### src/rtl/downstream_aligner_pkg.sv
// Shared types and byte-lane helpers for the downstream byte-lane aligner.
package downstream_aligner_pkg;

    localparam int unsigned ENTRY_W = 73;

    typedef enum logic [1:0] {
        S_IDLE  = 2'b00,
        S_RUN   = 2'b01,
        S_FLUSH = 2'b10
    } state_t;

    typedef struct packed {
        logic [63:0] data;
        logic [7:0]  be;
        logic        last;
    } entry_t;

    // Lanes at or above o.
    function automatic logic [7:0] lo_mask(input logic [2:0] o);
        return 8'hFF << o;
    endfunction

    // Lanes at or below e.
    function automatic logic [7:0] hi_mask(input logic [2:0] e);
        return 8'hFF >> (3'd7 - e);
    endfunction

endpackage

### src/rtl/downstream_aligner_if.sv
// Producer/consumer signal bundle of the downstream aligner.
interface downstream_aligner_if;
    logic        start;
    logic [2:0]  start_offset;
    logic [15:0] start_length;
    logic [63:0] in_data;
    logic        in_data_en;
    logic        in_data_last;
    logic        stall;
    logic [63:0] out_data;
    logic [7:0]  out_be;
    logic        out_last;
    logic        out_valid;
    logic        out_ready;
    logic        busy;

    modport master (
        output start, start_offset, start_length, in_data, in_data_en, in_data_last, out_ready,
        input  stall, out_data, out_be, out_last, out_valid, busy
    );

    modport slave (
        input  start, start_offset, start_length, in_data, in_data_en, in_data_last, out_ready,
        output stall, out_data, out_be, out_last, out_valid, busy
    );
endinterface

### src/rtl/downstream_aligner_fifo.sv
// Synchronous output FIFO; dout reads as zero while empty.
module aligner_fifo
    import downstream_aligner_pkg::*;
#(
    parameter int unsigned DEPTH = 4,
    parameter int unsigned W     = ENTRY_W
) (
    input  logic                       clk,
    input  logic                       rst_n,
    input  logic                       push,
    input  logic [W-1:0]               din,
    input  logic                       pop,
    output logic [W-1:0]               dout,
    output logic                       empty,
    output logic                       full,
    output logic [$clog2(DEPTH):0]     fill
);
    localparam int unsigned AW = $clog2(DEPTH);

    logic [W-1:0]  mem [DEPTH];
    logic [AW-1:0] wr_ptr, rd_ptr;

    always_ff @(posedge clk or negedge rst_n) begin
        if (!rst_n) begin
            wr_ptr <= '0;
            rd_ptr <= '0;
            fill   <= '0;
        end else begin
            if (push) wr_ptr <= wr_ptr + 1'b1;
            if (pop)  rd_ptr <= rd_ptr + 1'b1;
            if (push && !pop)      fill <= fill + 1'b1;
            else if (pop && !push) fill <= fill - 1'b1;
        end
    end

    always_ff @(posedge clk) begin
        if (push) mem[wr_ptr] <= din;
    end

    assign empty = (fill == '0);
    assign full  = (fill == (AW+1)'(DEPTH));
    assign dout  = empty ? '0 : mem[rd_ptr];

    a_no_overflow: assert property (@(posedge clk) disable iff (!rst_n) !(push && full));

endmodule

### src/rtl/downstream_aligner.sv
// Shifts unaligned 64-bit source words to the destination byte offset and
// queues {data, byte enables, last} for the bus write side.
module downstream_aligner
    import downstream_aligner_pkg::*;
#(
    parameter int unsigned DEPTH = 4
) (
    input  logic                  clk,
    input  logic                  rst_n,
    downstream_aligner_if.slave   bus
);
    localparam int unsigned AW = $clog2(DEPTH);

    state_t      state, state_next;
    logic        start_q, first, stall_q, busy_int;
    logic [2:0]  off;
    logic [15:0] len;
    logic [63:0] residue;

    logic        rise, launch, accept, spill, word_final, push, pop, empty, full;
    logic [15:0] len_m1;
    logic [3:0]  spill_sum;
    logic [2:0]  end_lane;
    logic [63:0] aligned, residue_next;
    logic [7:0]  be;
    entry_t      push_entry, head;
    logic [AW:0] fill, fill_next;

    assign rise     = bus.start & ~start_q;
    assign launch   = (state == S_IDLE) & rise & (bus.start_length != '0);
    assign accept   = (state == S_RUN) & bus.in_data_en;
    assign len_m1   = len - 16'd1;
    assign spill_sum = {1'b0, off} + {1'b0, len_m1[2:0]} + 4'd1;
    assign spill    = spill_sum > 4'd8;
    assign end_lane = off + len_m1[2:0];
    assign word_final = bus.in_data_last & ~spill;

    assign aligned      = (bus.in_data << {off, 3'b000}) | residue;
    assign residue_next = (off == 3'd0) ? '0 : bus.in_data >> (7'd64 - {1'b0, off, 3'b000});

    always_ff @(posedge clk or negedge rst_n) begin
        if (!rst_n) state <= S_IDLE;
        else        state <= state_next;
    end

    always_comb begin
        state_next = state;
        case (state)
            S_IDLE:  if (launch) state_next = S_RUN;
            S_RUN:   if (accept && bus.in_data_last) state_next = spill ? S_FLUSH : S_IDLE;
            S_FLUSH: state_next = S_IDLE;
            default: state_next = S_IDLE;
        endcase
    end

    always_comb begin
        push       = 1'b0;
        be         = 8'hFF;
        push_entry = '0;
        busy_int   = (state != S_IDLE);
        case (state)
            S_RUN: begin
                if (bus.in_data_en) begin
                    if (first)      be = be & lo_mask(off);
                    if (word_final) be = be & hi_mask(end_lane);
                    push       = 1'b1;
                    push_entry = '{data: aligned, be: be, last: word_final};
                end
            end
            S_FLUSH: begin
                push       = 1'b1;
                push_entry = '{data: residue, be: hi_mask(end_lane), last: 1'b1};
            end
            default: ;
        endcase
    end

    always_ff @(posedge clk or negedge rst_n) begin
        if (!rst_n) begin
            start_q <= 1'b0;
            off     <= '0;
            len     <= '0;
            first   <= 1'b0;
            residue <= '0;
            stall_q <= 1'b0;
        end else begin
            start_q <= bus.start;
            stall_q <= fill_next > (AW+1)'(DEPTH - 2);
            if (launch) begin
                off     <= bus.start_offset;
                len     <= bus.start_length;
                first   <= 1'b1;
                residue <= '0;
            end else if (accept) begin
                first   <= 1'b0;
                residue <= residue_next;
            end
        end
    end

    assign pop       = ~empty & bus.out_ready;
    // Stall looks at the fill this edge produces, so the producer sees it one cycle earlier.
    assign fill_next = fill + (AW+1)'(push) - (AW+1)'(pop);

    aligner_fifo #(.DEPTH(DEPTH), .W(ENTRY_W)) u_fifo (
        .clk   (clk),
        .rst_n (rst_n),
        .push  (push),
        .din   (push_entry),
        .pop   (pop),
        .dout  (head),
        .empty (empty),
        .full  (full),
        .fill  (fill)
    );

    assign bus.stall     = stall_q;
    assign bus.out_valid = ~empty;
    assign bus.out_data  = head.data;
    assign bus.out_be    = head.be;
    assign bus.out_last  = head.last;
    assign bus.busy      = busy_int;

endmodule

### src/flat_wrapper.sv
// flat-port wrapper written by rule: the top's interface ports become plain ports
module downstream_aligner_flat import downstream_aligner_pkg::*;
#(
    parameter int unsigned DEPTH = 4
)
  (clk, rst_n, bus_start, bus_start_offset, bus_start_length, bus_in_data, bus_in_data_en, bus_in_data_last, bus_out_ready, bus_stall, bus_out_data, bus_out_be, bus_out_last, bus_out_valid, bus_busy);
  downstream_aligner_if bus_i ();
  input  logic clk;
  input  logic rst_n;
  input wire logic [$bits(bus_i.start)-1:0] bus_start;
  input wire logic [$bits(bus_i.start_offset)-1:0] bus_start_offset;
  input wire logic [$bits(bus_i.start_length)-1:0] bus_start_length;
  input wire logic [$bits(bus_i.in_data)-1:0] bus_in_data;
  input wire logic [$bits(bus_i.in_data_en)-1:0] bus_in_data_en;
  input wire logic [$bits(bus_i.in_data_last)-1:0] bus_in_data_last;
  input wire logic [$bits(bus_i.out_ready)-1:0] bus_out_ready;
  output wire logic [$bits(bus_i.stall)-1:0] bus_stall;
  output wire logic [$bits(bus_i.out_data)-1:0] bus_out_data;
  output wire logic [$bits(bus_i.out_be)-1:0] bus_out_be;
  output wire logic [$bits(bus_i.out_last)-1:0] bus_out_last;
  output wire logic [$bits(bus_i.out_valid)-1:0] bus_out_valid;
  output wire logic [$bits(bus_i.busy)-1:0] bus_busy;
  assign bus_i.start = bus_start;
  assign bus_i.start_offset = bus_start_offset;
  assign bus_i.start_length = bus_start_length;
  assign bus_i.in_data = bus_in_data;
  assign bus_i.in_data_en = bus_in_data_en;
  assign bus_i.in_data_last = bus_in_data_last;
  assign bus_i.out_ready = bus_out_ready;
  assign bus_stall = bus_i.stall;
  assign bus_out_data = bus_i.out_data;
  assign bus_out_be = bus_i.out_be;
  assign bus_out_last = bus_i.out_last;
  assign bus_out_valid = bus_i.out_valid;
  assign bus_busy = bus_i.busy;
  downstream_aligner #(.DEPTH(DEPTH)) u_core (.clk(clk), .rst_n(rst_n), .bus(bus_i));
endmodule
### config.mk
export PLATFORM = sky130hd
export DESIGN_NAME = downstream_aligner_flat
export DESIGN_NICKNAME = d
export VERILOG_FILES = /design/src/rtl/downstream_aligner_pkg.sv /design/src/rtl/downstream_aligner_if.sv /design/src/rtl/downstream_aligner_fifo.sv /design/src/rtl/downstream_aligner.sv /design/src/flat_wrapper.sv
export SDC_FILE = /design/constraint.sdc
export NUM_CORES = 1
export LEC_CHECK = 0
export BUFFER_PORTS_ARGS = -buffer_cell sky130_fd_sc_hd__buf_4
export CAP_MARGIN = 20
export CORE_MARGIN = 2
export CORE_UTILIZATION = 35
export CTS_CLUSTER_DIAMETER = 50
export DETAILED_ROUTE_END_ITERATION = 16
export SETUP_SLACK_MARGIN = 0.05
export SYNTH_ARGS = -nofsm -noshare
export SYNTH_HDL_FRONTEND = slang
export SYNTH_HIERARCHICAL = 1
export SYNTH_SLANG_ARGS = --single-unit
### constraint.sdc
create_clock -name clk -period 4.7 [get_ports clk]
set_input_delay 0.235 -clock clk [delete_from_list [all_inputs] [get_ports clk]]
set_output_delay 0.235 -clock clk [all_outputs]
set_load 0.02 [all_outputs]
==> metrics.yaml <==
preCtsSetupSlack_ns: 1.440
clk_pin_slew_ns: 0.06
drt-pass1-iter-count: 7
drive_above_1_share_pct: 28.50
start_util_pct: 35.47
htree_levels: 2
die_area_sq_um: 55330
grt_overflow: 0
vias: 12330
postRouteAntennaNets: 0
vias_per_cell: 5.624
relSlewSlack_pct: 28.19
fin_crit_ns: 3.377
pin_count: 165
rows: 84
fin_nets: 1586
synthCells: 1323
arrival_ns: 3.60
antenna_cells: 0
setup_viol: 0
portBuffers: 164
fp.dieW_um: 235.2
place.gp.congestion: 0.8636
antenna_found_initial: 4
clock.fmax_mhz: 296.1
ir_worst_vdd_mv: 0.3694
area_growth_pct: 18.37
gr-usage-all-layers_pct: 19.67
finalMaxSlewViolations: 0
criticalPathCategory: "reg -> reg"
netlist_area_sq_um: 18710
place_hpwl_um: 36210
slowest_stage: "o21ai_0"
finalCritPeriodShare_pct: 71.86
power.density_nw_per_um2: 681.3
fin_skew_ns: 0.02064
crit_path_end_kind: "flip-flop"
post_cts_buffers: 0
drc: 0
grt_pass1_wl_um: 82630
cp_max_fo: 29
worst_slack_ns: 1.323
insertion_delay_ns: 0.56
tightest_slew_ns: 1.077
yosys_warnings: 6
rsz0062_at_grt: "no"
cts_buffers: 43
drt_wl_total_um: 54570
cts_resized: 0
reg2reg_depth: 5
worst-path-stages: 5
cap_viol_max_count: 0
tritoncts: "built"
multi_input_area_sq_um: 7293
worst_ep_required_time_ns: 4.92
fill_cells: 4919
cts_buffer_depth: 3
critPathTopFamily: "compound AO/OA/AOI/OAI gates"
clock_sinks: 374
final_hold_viol_count: 0
path_buf_inv: 2
fin_setup_tns_ns: 0
die_y_um: 235.2
core_area_sq_um: 52760
min_path_type: "in -> reg"
slowest_delay_ns: 0.92
cp-start-kind: "flip-flop"
syn_area_per_cell_sq_um: 14.14
cp_cell_sequence: "inv_1 -> buf_4 -> and3_1 -> nand2_1 -> o21ai_0"
wl_per_cell_um: 24.88
holdPathStages: 4
syn-num-nets: 1437
grt_pass1_vias: 12650
drt_iter0_drc: 1244
grt_start_max_net_pins: 106
status: "completed"
p_leak_nw: 8.067
cts_root_buf: "clkbuf_16"
seqCellArea_sq_um: 10830
-- routing by layer --
layer	GRT usage [%]	up-vias	wire length (um)
li1	-	5401	-
met1	27.20	6391	23610
met2	31.98	456	25910
met3	3.342	83	3511
met4	5.732	2	1524
met5	0	-	13
-- worst min-delay path, cell delays in order --
cell     delay [ns]
buf_4          0.15
nand2_1        0.06
a211o_1        0.09
o21ai_0        0.07
-- worst paths after layout --
kind	start	endpoint	slack (ns)
setup / recovery	u_core/off[2]	u_core/u_fifo/mem[2][9]	1.32
hold / removal	bus_in_data_last	u_core/state[1]	0.10
setup reg to reg	u_core/off[2]	u_core/u_fifo/mem[2][9]	1.32
hold reg to reg	u_core/residue[27]	u_core/residue[27]	0.52
max in group asynchronous	rst_n	u_core/residue[0]	3.32
min in group asynchronous	rst_n	u_core/residue[2]	0.35
-- cell usage in the layout, fill, tap and decap left out, types with 4 or more instances in the layout --
cell	n
a21boi_0	4
a21oi_1	49
a22oi_1	35
a2bb2oi_1	4
a31oi_1	13
a32o_1	20
a32oi_1	14
and2_1	5
and2_4	4
buf_12	5
buf_4	193
clkbuf_16	44
clkinv_1	11
clkinv_2	6
dfrtp_1	79
dlygate4sd3_1	8
edfxtp_1	292
fa_1	4
ha_1	19
inv_1	31
mux2_2	30
mux2i_1	71
mux4_2	116
nand2_1	127
nand2b_1	14
nand3_1	16
nor2_1	49
nor2b_1	87
o21a_1	4
o21ai_0	61
o22ai_1	13
o2bb2ai_1	5
xnor2_1	4
xor2_1	7
-- stage by stage --
| step | total power, mW | std cells | util, % | hold WS (ns) | area, sq um |
|---|---|---|---|---|---|
| after floorplan | 9.496 | 1323 | - | -0.06059 | 18710 |
| after global placement | 11.79 | 2106 | 39.15 | 0.3547 | 20660 |
| after detailed placement | 11.87 | 2107 | 39.17 | 0.3562 | 20670 |
| after CTS | 15.17 | 2193 | 41.98 | 0.06950 | 22150 |
| after global routing | 15.88 | 2193 | 41.98 | 0.1021 | 22150 |
| final | 15.09 | 2193 | 41.98 | 0.1004 | 22150 |
-- power breakdown --
group | leakage [nW] | internal (mW) | switching (mW)
Combinational | 3.61 | 3.09 | 4.05
Clock | 0.686 | 1.90 | 1.39
Sequential | 3.77 | 4.17 | 0.482
Total | 8.07 | 9.16 | 5.93
-- sequential cells by signal, indices dropped and copies added (netlist names) --
register,count
u_core/u_fifo/fill,3
u_core/u_fifo/rd_ptr,2
u_core/off,3
u_core/len,3
u_core/start_q,1
u_core/state,2
u_core/u_fifo/wr_ptr,2
u_core/u_fifo/mem,292
u_core/bus.stall,1
u_core/first,1
u_core/residue,64
-- final cells by class --
type,count,area share (%)
tap,688,3.887
clock inverter,31,1.305
inverter,33,0.5593
clock buffer,47,5.022
timing repair buffer,207,7.406
sequential,374,48.89
multi-input combinational,813,32.93
-- what timing repair did --
item                                    4_1_cts  5_1_grt
endpoints found under the setup margin        0        0
hold buffers                                  8        0
endpoints found under the hold margin        56        0
No activity file was read; power rests on OpenSTA's default activity.
